`config.mk`:
```
export PLATFORM = sky130hd
export DESIGN_NAME = handshake_rr_arb
export DESIGN_NICKNAME = d
export VERILOG_FILES = /design/src/rtl/handshake_rr_arb.sv
export SDC_FILE = /design/constraint.sdc
export NUM_CORES = 1
export LEC_CHECK = 0
export CORE_MARGIN = 2
export CORE_UTILIZATION = 40
export CTS_CLUSTER_SIZE = 14
export DETAILED_ROUTE_END_ITERATION = 16
export GPL_ROUTABILITY_DRIVEN = 0
export PLACE_DENSITY_LB_ADDON = 0.2
export SETUP_SLACK_MARGIN = 0.02
export SLEW_MARGIN = 20
export SYNTH_ARGS = -nofsm -noshare
export SYNTH_HDL_FRONTEND = slang
export SYNTH_SLANG_ARGS = --single-unit
```
`constraint.sdc`:
```
create_clock -name clk -period 2.99 [get_ports clk]
set_input_delay 0.598 -clock clk [delete_from_list [all_inputs] [get_ports clk]]
set_output_delay 0.598 -clock clk [all_outputs]
set_load 0.02 [all_outputs]
```
`src/rtl/handshake_rr_arb.sv`:
```
// Round-robin arbiter: NUM_REQ valid/ready upstream channels feed a single
// registered downstream slot. It also keeps a saturating count of downstream transfers.
module handshake_rr_arb #(
   parameter int NUM_REQ = 4,
   parameter int DATA_W  = 8,
   parameter int ID_W    = 2
) (
   input  logic                      clk,
   input  logic                      rst_n,
   input  logic                      arb_en_i,
   input  logic [NUM_REQ-1:0]        up_valid_i,
   input  logic [NUM_REQ*DATA_W-1:0] up_data_i,
   output logic [NUM_REQ-1:0]        up_ready_o,
   output logic                      dn_valid_o,
   output logic [DATA_W-1:0]         dn_data_o,
   output logic [ID_W-1:0]           dn_id_o,
   input  logic                      dn_ready_i,
   output logic [15:0]               xfer_cnt_o
);

   logic              r_dn_valid;
   logic [DATA_W-1:0] r_dn_data;
   logic [ID_W-1:0]   r_dn_id;
   logic [ID_W-1:0]   r_ptr;
   logic [15:0]       r_xfer_cnt;

   logic              w_can_load;
   logic              w_found;
   logic [ID_W-1:0]   w_winner;
   logic [DATA_W-1:0] w_win_data;
   logic              w_grant;

   assign w_can_load = ~r_dn_valid | dn_ready_i;

   // Winner search: first valid requester after the last-granted index, wrapping.
   always_comb begin
      w_found    = 1'b0;
      w_winner   = '0;
      w_win_data = '0;
      for (int i = 1; i <= NUM_REQ; i++) begin
         int j;
         j = int'(r_ptr) + i;
         if (j >= NUM_REQ) begin
            j = j - NUM_REQ;
         end else begin
            j = j;
         end
         if (!w_found && up_valid_i[j]) begin
            w_found    = 1'b1;
            w_winner   = ID_W'(j);
            w_win_data = up_data_i[j*DATA_W +: DATA_W];
         end else begin
            w_found    = w_found;
         end
      end
   end

   // Ready is held low while reset is asserted even though the slot looks empty.
   assign w_grant = rst_n & arb_en_i & w_can_load & w_found;

   // One-hot ready towards the current winner only.
   always_comb begin
      up_ready_o = '0;
      if (w_grant) begin
         up_ready_o[w_winner] = 1'b1;
      end else begin
         up_ready_o = '0;
      end
   end

   // Output slot and round-robin pointer.
   always_ff @(posedge clk or negedge rst_n) begin
      if (!rst_n) begin
         r_dn_valid <= 1'b0;
         r_dn_data  <= '0;
         r_dn_id    <= '0;
         r_ptr      <= ID_W'(NUM_REQ - 1);
      end else if (w_grant) begin
         r_dn_valid <= 1'b1;
         r_dn_data  <= w_win_data;
         r_dn_id    <= w_winner;
         r_ptr      <= w_winner;
      end else if (dn_ready_i) begin
         r_dn_valid <= 1'b0;
      end
   end

   // Saturating downstream transfer counter.
   always_ff @(posedge clk or negedge rst_n) begin
      if (!rst_n) begin
         r_xfer_cnt <= 16'h0000;
      end else if (r_dn_valid && dn_ready_i && (r_xfer_cnt != 16'hFFFF)) begin
         r_xfer_cnt <= r_xfer_cnt + 16'h0001;
      end
   end

   assign dn_valid_o = r_dn_valid;
   assign dn_data_o  = r_dn_data;
   assign dn_id_o    = r_dn_id;
   assign xfer_cnt_o = r_xfer_cnt;

endmodule

```
==> metrics.cfg <==
[layout]
multiInputGateArea_um2=1890
nFillCells=563
regArea_um2=728
fin_nets=405
antenna_cells=0
fin_util_pct=60.9
syn2layout_area_growth_pct=48.1
layoutNonFillerInstCount=437
fin_area_um2=3820
layout-drive-gt1-share_pct=30.0

[sta]
setup_violations=0
fin_ws_ns=0.0356
slew_viol_final=0
hold_violations=0
fin_crit_sh_pct=98.8
min_period_ns=2.95
slew_headroom_pct=44.0
worst_clock_skew_ns=0.00302
worst_pin_slew_ns=0.834
rsz0062_at_grt=yes
max_freq_mhz=338

[grt]
grt_first_pass_wirelength_mm=12.0
grt-ovfl-total=0
grt_use_met1_pct=26.3
grt_use_met3_pct=4.33
antenna_found_initial=0
first_global_vias=2529
busiest_layer=met2
grt_max_degree=32
gr-usage-met2_pct=35.9
gr-usage-all-layers_pct=20.5

[clock_tree]
cts_made_buffers=5
clk-insertion-delay-late_ns=0.28
cts_root_buf=clkbuf_8
clockBufferDepth=2
holdBufCountCts=0
cts_sinks=29
path_clk_slew_ns=0.07
cts_htree_levels=2
cts_tree=yes

[yosys]
synth_area_um2=2580
seq_area_frac_synth_pct=28.2
async_flop_share_pct=100
synth_top_area_share_pct=26.2
yosys_warnings=0
syn-mean-instance-area_um2=9.81
synth_cell_types=46
synth_nets=309
ys_ff_latch=29
synth_edf_count=0
yosysTopAreaCell=dfrtp_1
synth_commonest_cells=nor2_1 (42), dfrtp_1 (27), mux2_2 (21)
yosys-top-cells-area=dfrtp_1 (26%), mux4_2 (17%), mux2_2 (9.2%), nor2_1 (6.1%), a31oi_1 (3.4%)
syn_inst=263
yosysMostFrequentCell=nor2_1
synth_top_flop_cell=dfrtp_1

[drt]
drtIter0Drc=90
drt_wl_total_mm=7.09
wl_per_cell_um=16.2
drt_pass1_iterations=4
vias_per_cell=5.68
antenna_left=0
num_vias=2481
drc=0

[die]
rows=29
die_area_um2=7110
die_w_um=84.3
core_um2=6280
start_util_pct=41.1
die_y_um=84.3
io_pins=71

[placed_design]
place_inst=426
hpwl_mm=5.27
place_ws_ns=-0.595
placed_cell_area_um2=3640
io_buffer_count=70

[pwr]
powerDensity_nw_per_um2=952
power_uw=3640
leakage_uw=0.00150
peakVddDrop_uv=464

[critical_path]
cp-end-kind=output port
slowest_stage=dfstp_2
crit_path_start_kind=flop
crit_path_max_incr_delay_ns=0.61
required_ns=2.39
cp_common_cell=buf_6
crit_type=reg -> out
critPathMaxFanout=10
worstPathCellList=buf_6 -> mux4_2 -> nand2b_4 -> xnor2_4 -> and3_4 -> buf_6
arrival_ns=2.36

[status]
status=complete, no violations

[worst_hold_path]
hold_class=reg -> reg

[job]
drv_cap=0

-- metrics by stage --
stage               hold slack (ns)  TNS (ns)
floorplan                     0.302         0
global placement              0.482     -2.03
detailed placement            0.494     -2.30
CTS                           0.507         0
global route                  0.527   -0.0848
finish                        0.499         0
-- sequential cells by signal (all words and copies together), names as in the netlist --
name	flops
r_ptr	2
dn_id_o	2
xfer_cnt_o	16
dn_data_o	8
dn_valid_o	1
-- metal layers --
| layer | part of all wire [%] | up-vias |
|---|---|---|
| met5 | 0 | - |
| met4 | 0.59 | 0 |
| met3 | 5.9 | 6 |
| met2 | 50 | 76 |
| met1 | 43 | 1204 |
| li1 | - | 1195 |
-- cell families after synthesis --
family | Yosys count | share of synthesized area, %
xor gates and xnor gates | 15 | 5.09
DFF | 29 | 28.2
buffers and inverters | 20 | 3.54
muxes | 42 | 26.5
adders and majority gates | 6 | 2.91
and+or+nand+nor | 97 | 18.1
AOI/OAI and AO/OA | 54 | 15.7
-- cell usage in the layout, fill, tap and decap left out, types with 3 or more instances in the layout --
master            n
clkdlybuf4s50_1  62
nor2_1           42
buf_4            32
dfrtp_1          27
mux2_2           21
mux4_2           19
nand2_1          15
a31oi_1          14
nand3_1           9
a22oi_1           8
xnor2_1           8
o21ai_0           7
buf_6             7
nand2b_1          6
a21oi_1           6
o22ai_1           5
xor2_1            5
ha_1              5
clkbuf_8          5
dlygate4sd2_1     4
nand4_1           3
or3_1             3
-- critical path: cells and delay by family, from the launching register on --
kind,cells,cell delay (ns)
xor gates and xnor gates,1,0.22
muxes,1,0.53
and+or+nand+nor,2,0.43
DFF,1,0.61
buffers and inverters,2,0.29
-- power breakdown --
| part | leakage (µW) | internal [µW] | total [µW] | switching (µW) |
|---|---|---|---|---|
| Sequential | 0.000362 | 520 | 619 | 98.9 |
| Clock | 0.0000439 | 161 | 330 | 170 |
| Combinational | 0.00109 | 1410 | 2690 | 1280 |
| Total | 0.00150 | 2090 | 3640 | 1550 |
-- area by class of cell --
class                           instances  share of cell area [%]
Multi-Input combinational cell        214                    49.4
Timing Repair Buffer                  107                    26.5
Sequential cell                        29                    19.1
Tap cell                               77                    2.52
Clock buffer                            5                    1.80
Clock inverter                          3                   0.458
Inverter                                2                   0.196
-- final timing paths --
kind	start	slack, ns	cells past startpoint	endpoint
worst max-delay path	r_ptr[0]$_DFFE_PN1P_	0.04	6	up_ready_o[2]
worst min register to register	xfer_cnt_o[15]$_DFFE_PN0P_	0.50	1	xfer_cnt_o[15]$_DFFE_PN0P_
max in group asynchronous	rst_n	1.87	2	r_ptr[1]$_DFFE_PN1P_
worst min-delay path	xfer_cnt_o[15]$_DFFE_PN0P_	0.50	1	xfer_cnt_o[15]$_DFFE_PN0P_
min in group asynchronous	rst_n	0.79	2	dn_data_o[4]$_DFFE_PN0P_
worst max register to register	r_ptr[0]$_DFFE_PN1P_	0.44	8	dn_data_o[4]$_DFFE_PN0P_
-- what timing repair did --
| action | 4_1_cts | 5_1_grt |
|---|---|---|
| gates resized for setup | 34 | 6 |
| cloned | 0 | 0 |
| setup endpoints to repair | 4 | 4 |
| buffers inserted | 2 | 1 |
| pin swaps | 3 | 2 |
(Power assumes the default switching activity.)
